--- src/rtl/shift_issue_pkg.sv ---
// Shared types and widths for the shift-µop issue buffer.
package shift_issue_pkg;

  localparam int unsigned RB   = 1;
  localparam int unsigned PRW  = 5 + RB;
  localparam int unsigned NPR  = 32 * (2 ** RB);
  localparam int unsigned XLEN = 64;

  // Renamed µop as offered by dispatch.
  typedef struct packed {
    logic            sll;
    logic            srl;
    logic            sra;
    logic [PRW-1:0]  rd0;
    logic [PRW-1:0]  rs1;
    logic [PRW-1:0]  rs2;
    logic [XLEN-1:0] imm;
    logic            is_imm;
    logic            is32w;
  } shift_info_t;

  // Operand-resolved bundle handed to the shift execute unit.
  typedef struct packed {
    logic            sll;
    logic            srl;
    logic            sra;
    logic [PRW-1:0]  rd0;
    logic [XLEN-1:0] op1;
    logic [XLEN-1:0] op2;
    logic            is32w;
  } shift_exe_t;

  localparam int unsigned INFO_DW = $bits(shift_info_t);
  localparam int unsigned EXE_DW  = $bits(shift_exe_t);

endpackage

--- src/rtl/shift_issue_fifo.sv ---
// In-order entry storage with wrap-bit pointers; head is visible combinationally.
module shift_issue_fifo #(
  parameter int unsigned W  = 8,
  parameter int unsigned DP = 4
) (
  input  logic         clk,
  input  logic         rst_n,
  input  logic         push,
  input  logic         pop,
  input  logic         flush,
  input  logic [W-1:0] wdata,
  output logic [W-1:0] head_c,
  output logic         full_c,
  output logic         empty_c
);

  localparam int unsigned AW = $clog2(DP);
  localparam int unsigned PW = AW + 1;

  logic [PW-1:0] wr_ptr;
  logic [PW-1:0] rd_ptr;
  logic [W-1:0]  mem [DP];

  // Pointer update; flush returns both pointers to zero.
  always_ff @(posedge clk or negedge rst_n) begin
    if (!rst_n) begin
      wr_ptr <= '0;
      rd_ptr <= '0;
    end else if (flush) begin
      wr_ptr <= '0;
      rd_ptr <= '0;
    end else begin
      if (push) wr_ptr <= wr_ptr + PW'(1);
      if (pop)  rd_ptr <= rd_ptr + PW'(1);
    end
  end

  always_ff @(posedge clk) begin
    if (push && !flush) mem[wr_ptr[AW-1:0]] <= wdata;
  end

  assign empty_c = (wr_ptr == rd_ptr);
  assign full_c  = (wr_ptr[AW-1:0] == rd_ptr[AW-1:0]) && (wr_ptr[AW] != rd_ptr[AW]);
  assign head_c  = mem[rd_ptr[AW-1:0]];

endmodule

--- src/rtl/shift_issue.sv ---
// In-order issue buffer for shift µops: waits on physical source readiness,
// reads operands for the head and registers the execute bundle.
module shift_issue
  import shift_issue_pkg::*;
#(
  parameter int unsigned DP = 4
) (
  input  logic              CLK,
  input  logic              RSTn,
  input  logic              flush,
  input  logic              dispatch_vaild,
  output logic              dispatch_ready,
  input  shift_info_t       dispatch_info,
  output logic [PRW-1:0]    rs1_raddr,
  output logic [PRW-1:0]    rs2_raddr,
  input  logic [XLEN-1:0]   rs1_rdata,
  input  logic [XLEN-1:0]   rs2_rdata,
  input  logic [NPR-1:0]    phy_ready,
  output logic              shift_exeparam_vaild,
  output shift_exe_t        shift_exeparam
);

  shift_info_t head_c;
  shift_exe_t  exe_nxt_c;
  logic        full_c;
  logic        empty_c;
  logic        push_c;
  logic        issue_c;
  logic        rs1_ok_c;
  logic        rs2_ok_c;

  shift_issue_fifo #(
    .W  (INFO_DW),
    .DP (DP)
  ) u_fifo (
    .clk     (CLK),
    .rst_n   (RSTn),
    .push    (push_c),
    .pop     (issue_c),
    .flush   (flush),
    .wdata   (dispatch_info),
    .head_c  (head_c),
    .full_c  (full_c),
    .empty_c (empty_c)
  );

  assign dispatch_ready = ~full_c;
  assign push_c         = dispatch_vaild & ~full_c & ~flush;

  assign rs1_raddr = head_c.rs1;
  assign rs2_raddr = head_c.rs2;

  // Register 0 is architectural zero and always ready.
  assign rs1_ok_c = phy_ready[head_c.rs1] | (head_c.rs1 == '0);
  assign rs2_ok_c = head_c.is_imm | phy_ready[head_c.rs2] | (head_c.rs2 == '0);
  assign issue_c  = ~empty_c & rs1_ok_c & rs2_ok_c & ~flush;

  always_comb begin
    exe_nxt_c       = '0;
    exe_nxt_c.sll   = head_c.sll;
    exe_nxt_c.srl   = head_c.srl;
    exe_nxt_c.sra   = head_c.sra;
    exe_nxt_c.rd0   = head_c.rd0;
    exe_nxt_c.is32w = head_c.is32w;
    exe_nxt_c.op1   = (head_c.rs1 == '0) ? '0 : rs1_rdata;
    if (head_c.is_imm)
      exe_nxt_c.op2 = head_c.imm;
    else
      exe_nxt_c.op2 = (head_c.rs2 == '0) ? '0 : rs2_rdata;
  end

  // Bundle holds its last value when nothing issues.
  always_ff @(posedge CLK or negedge RSTn) begin
    if (!RSTn) begin
      shift_exeparam_vaild <= 1'b0;
      shift_exeparam       <= '0;
    end else begin
      shift_exeparam_vaild <= issue_c;
      if (issue_c) shift_exeparam <= exe_nxt_c;
    end
  end

endmodule

--- config.mk ---
export PLATFORM = sky130hd
export DESIGN_NAME = shift_issue
export DESIGN_NICKNAME = d
export VERILOG_FILES = /design/src/rtl/shift_issue_pkg.sv /design/src/rtl/shift_issue_fifo.sv /design/src/rtl/shift_issue.sv
export SDC_FILE = /design/constraint.sdc
export NUM_CORES = 1
export LEC_CHECK = 0
export BUFFER_PORTS_ARGS = -buffer_cell sky130_fd_sc_hd__buf_2
export CORE_MARGIN = 10
export CORE_UTILIZATION = 40
export CTS_CLUSTER_DIAMETER = 200
export DETAILED_ROUTE_END_ITERATION = 7
export SLEW_MARGIN = 40
export SYNTH_ARGS = -nofsm -noshare
export SYNTH_HDL_FRONTEND = slang
export SYNTH_HIERARCHICAL = 1
export SYNTH_SLANG_ARGS = --single-unit
--- constraint.sdc ---
create_clock -name CLK -period 6.7 [get_ports CLK]
set_clock_uncertainty 0.2 [all_clocks]
set_input_delay 1.34 -clock CLK [delete_from_list [all_inputs] [get_ports CLK]]
set_output_delay 1.34 -clock CLK [all_outputs]
set_load 0.05 [all_outputs]
# Word-level counts from Yosys, hierarchy flattened
# Memory sizes are Yosys's and may differ from the RTL's.
# Cells that the tools add are included.
# totals
n_memories	1
output_inout_bits	152
ram_bits	348
in_bits	283
elab_cells	49
regBits	145
# memory_table
name	words	word_bits	rd	rd_clocked_by_memory_dff	write_ports	line_no	rtl
u_fifo.mem	4	87	1	0	1	shift_issue_fifo.sv:22	logic [W-1:0] mem [DP];
# op_classes
n_eq_ne	3
order_cmp	2
n_mux	13
n_bitwise	11
reduce_logical	7
add_sub_neg	2
# ops
op	count
64-bit 2-to-1 mux	3
6-bit by 7-bit < comparator with 1-bit output, second input constant	2
1-bit binary-select mux with 6-bit select	2
6-bit zero test	2
3-bit 2-to-1 mux	4
3-bit by 1-bit adder with 3-bit output, second input constant	2
1-bit AND	5
1-bit 2-to-1 mux	4
2-bit nonzero test	2
3-bit equality test	1
1-bit NOT	3
1-bit OR	3
2-bit equality test	1
1-bit logical AND	2
1-bit zero test	1
1-bit != test	1

# Depth between registers and ports, before layout
# An unclocked memory read counts as a cell.
# logic_depth
ltp_word	9
mapped_depth	15
ltp_nobuf	8

# Modules after synthesis
# Netlist, hierarchy kept.
# modules_own_cells
mod	n_inst	area_each_um2	cells_each
shift_issue_fifo	1	12923.6	492
shift_issue	1	7654.8	621

# Worst setup path after synthesis
# No wires, ideal clock.
# synth_timing
path_type	input to register
startpoint	input port dispatch_vaild
endpoint	memory u_fifo/mem[0][0] (netlist bit) (enable)
setup_ps	456
required_ps	6044
setup_slack_ps	1950
cell_stages	3
arrival_time_ps	4095
cell_sequence	nor3b_1 > nor2b_1 > and2_1
# synth_between
elab_chain_len	5
# synth_rtl
element	line_no	rtl
start, declared	shift_issue.sv:11	input logic dispatch_vaild,
1-bit AND (2 in a row)	shift_issue.sv:48	assign push_c = dispatch_vaild & ~full_c & ~flush;
1-bit logical AND	shift_issue_fifo.sv:39	if (push && !flush) mem[wr_ptr[AW-1:0]] <= wdata;
1-bit 2-to-1 mux	shift_issue_fifo.sv:39	
1-bit 2-to-1 mux (not written as such)	shift_issue_fifo.sv:39	
end, declared	shift_issue_fifo.sv:22	
# No other way between the ends.

# Final worst setup path
# layout_timing
startpoint	register u_fifo.rd_ptr[0]
endpoint	register shift_exeparam[17] (netlist bit)
# layout_between
elab_chain_len	7
word_cells_on_any_way	17
cone_classes	1 x eq/ne; 6 x mux; 7 x bitwise; 2 x reduce/logical; 1 x memory
# layout_rtl
element	line_no	rtl
start, declared	shift_issue_fifo.sv:21	logic [PW-1:0] rd_ptr;
start signal, assigned	shift_issue_fifo.sv:34	if (pop) rd_ptr <= rd_ptr + PW'(1);
memory 4 x 87 bit	n/a	
1-bit binary-select mux with 6-bit select (on tied branches)	shift_issue.sv:54, shift_issue.sv:55	
1-bit 2-to-1 mux (on tied branches)	shift_issue.sv:54, shift_issue.sv:55	
1-bit OR (on tied branches)	shift_issue.sv:54, shift_issue.sv:55	
1-bit AND / 1-bit OR (equally long branches)	shift_issue.sv:56, shift_issue.sv:55	
1-bit AND (2 in a row)	shift_issue.sv:56	assign issue_c = ~empty_c & rs1_ok_c & rs2_ok_c & ~flush;
end signal, assigned	shift_issue.sv:79	if (issue_c) shift_exeparam <= exe_nxt_c;
end, declared	shift_issue.sv:20	output shift_exe_t shift_exeparam
# Several ways; a longest one is shown, not always the timed one. The select of a mux whose other input is x is not followed.
# A chain may end at the register's enable or synchronous reset.

==> flow_metrics.py <==
metrics = {
    "clock_network": {
        "clockRootBuffer": "clkbuf_16",
        "postCtsSetupBuffers": 0,
        "cts_tree": "built",
        "clk_latency_ns": 0.60,
        "hold_buffers": 0,
        "clkTransAtPathRegs_ns": 0.06,
        "cts_buffers": 52,
        "htreeDepth": 2,
        "cts.path.max_buffers": 3,
        "cts_sinks": 493,
        "cts.repair.resized": 0,
    },
    "global_routing": {
        "grt-ovfl-total": 0,
        "grt.total_usage_pct": 17.0,
        "grt_max_degree": 100,
        "grt_pass1_wl_mm": 78.7,
        "grt_pass1_vias": 12508,
        "antenna_found_initial": 19,
    },
    "setup_path": {
        "cp_max_fo": 99,
        "crit_slowest_cell": "mux4_2",
        "critical_path_arrival_ns": 4.83,
        "r2r_setup_slack_ns": 2.15,
        "slowest_delay_ns": 0.81,
        "end_kind": "register",
        "worstSetupPathType": "register to register",
        "critPathLaunchType": "register",
        "crit_path_frequent_cell": "or3_1",
        "crit_required_ns": 6.98,
        "path_cells": "mux4_2 -> or3_1 -> nor3_1 -> or3_1 -> o311ai_2 -> a211oi_4 -> buf_12 -> mux2_2",
    },
    "min_path": {
        "hold_path.class": "register to register",
    },
    "place": {
        "placed_cells": 2178,
        "hpwl_mm": 35.9,
        "port_buffers": 434,
        "place_congestion": 0.805,
    },
    "yosys": {
        "yosys.area.top_type_share_pct": 50.8,
        "async_flop_share_pct": 29.4,
        "yosys.cell_count.top_type": "edfxtp_1",
        "synth_cell_types": 45,
        "synthFlopType": "edfxtp_1",
        "synth.avg_cell_area_um2": 18.5,
        "yosys_warnings": 6,
        "synth_edf_count": 348,
        "yosys-top-cells-area": "edfxtp_1 (51%), dfrtp_1 (18%), mux4_2 (12%)",
        "yosys.area.top_type": "edfxtp_1",
        "synthCells": 1113,
        "synth_common_cells": "edfxtp_1 (348), dfrtp_1 (145), mux4_2 (111)",
        "synth-seq-cells": 493,
        "syn_nets": 1401,
        "netlist_area_mm2": 0.0206,
        "ys_seq_area_share_pct": 68.4,
    },
    "die": {
        "io_pins": 435,
        "rows": 83,
        "start_util_pct": 40.3,
        "dieArea_mm2": 0.0609,
        "core_mm2": 0.0511,
        "die_x_um": 247,
        "die_h_um": 247,
    },
    "sta": {
        "worstMarginPinSlew_ns": 0.850,
        "period_share_pct": 67.9,
        "fin_hold_ws_ns": 0.305,
        "drv_slew": 0,
        "period_minus_slack_ns": 4.55,
        "rsz0062_at_grt": "no",
        "fin_tns_setup_ns": 0,
        "finalSetupViolations": 0,
        "finalHoldViolCount": 0,
        "slew_headroom_pct": 43.3,
        "fmax_mhz": 220,
    },
    "cells_and_area": {
        "fin_util_pct": 49.3,
        "drive_gt1_share_pct": 46.2,
        "area_delta_synth_final_pct": 22.4,
        "finalNonFillerCells": 2285,
        "final_nets": 1841,
    },
    "drt": {
        "ant_nets": 0,
        "drtIter0Drc": 698,
        "drcViolationCount": 0,
        "finalWirelength_mm": 53.1,
        "drt_pass1_iterations": 5,
        "drt-wirelength-per-cell_um": 23.2,
        "viasPerCell": 5.13,
        "vias": 11722,
    },
    "power": {
        "power_density_mw_per_mm2": 392,
        "ir_drop_mv": 0.248,
        "fin_total_pwr_mw": 9.87,
        "leakage_nw": 9.97,
    },
    "run_status": {
        "status": "finished, final reports clean",
    },
    "job": {
        "maxCapViolations": 0,
    },
}
## flip-flops by register name, summed over array words and instances, names as in the netlist
register and count:
u_fifo/mem 348, u_fifo/wr_ptr 3, shift_exeparam_vaild 1, shift_exeparam 138, u_fifo/rd_ptr 3
## per-layer routing
layer,routed length [µm],vias to the layer above,global-route usage (%)
met1,22000,6012,21.6
met2,25700,392,27.8
met4,987,20,4.64
li1,-,5220,-
met3,4330,78,5.08
met5,138,-,0
## cells by family after synthesis
| family | Yosys count | synth area share (%) |
|---|---|---|
| DFF | 493 | 68.4 |
| AOI/OAI and AO/OA | 93 | 3.78 |
| muxes | 272 | 21.3 |
| buffers and inverters | 137 | 3.59 |
| and+or+nand+nor | 108 | 2.37 |
| adders and majority gates | 5 | 0.304 |
| xor gates and xnor gates | 5 | 0.213 |
## area by class of cell
type	instances	area [µm²]
fill	4363	25900
sequential	493	14100
multi-input combinational	483	5790
timing repair buffer	452	2380
clock buffer	75	1560
tap	680	851
inverter	71	267
clock inverter	22	233
antenna	9	22.5
## power breakdown
part / switching (mW) / internal (mW)
logic: 2.13 / 0.836
registers: 0.239 / 3.72
clock network: 1.20 / 1.75
## stage by stage
stage,area [µm²],setup WS [ns]
finish,25200,2.15
global route,25200,1.90
CTS,25100,1.98
detailed placement,23300,2.16
global placement,23300,2.16
floorplan,20600,1.95
## path summary, 6_finish.rpt
| path | to | start | cells past startpoint |
|---|---|---|---|
| max | shift_exeparam[17] | u_fifo/rd_ptr[0] | 8 |
| min | shift_exeparam[129] | shift_exeparam[129] | 1 |
| max reg2reg | shift_exeparam[17] | u_fifo/rd_ptr[0] | 8 |
| min reg2reg | shift_exeparam[129] | shift_exeparam[129] | 1 |
| max in group asynchronous | u_fifo/rd_ptr[1] | RSTn | 2 |
| min in group asynchronous | shift_exeparam[78] | RSTn | 1 |
## placed cells by master, fill, tap and decap left out, types with 4 or more instances in the layout
| master | instances |
|---|---|
| clkbuf_1 | 10 |
| edfxtp_1 | 348 |
| o22ai_1 | 4 |
| clkbuf_8 | 9 |
| buf_2 | 433 |
| clkbuf_16 | 56 |
| buf_12 | 4 |
| and2_4 | 4 |
| ha_1 | 5 |
| nor2_1 | 9 |
| clkinv_2 | 10 |
| diode_2 | 9 |
| mux4_2 | 110 |
| mux2_2 | 30 |
| a22o_1 | 64 |
| inv_1 | 71 |
| a21oi_1 | 10 |
| mux2_4 | 45 |
| nand2_1 | 68 |
| dfrtp_1 | 143 |
| buf_4 | 11 |
| or3_1 | 5 |
| mux2i_1 | 85 |
## critical path: cells and delay by family (launching register included)
kind                   cells  cell delay, ns
muxes                      2            1.22
DFF                        1            0.79
buffers and inverters      1            0.44
AOI/OAI and AO/OA          2            0.49
and+or+nand+nor            3            1.01
Power figures use the tool's default switching activity.
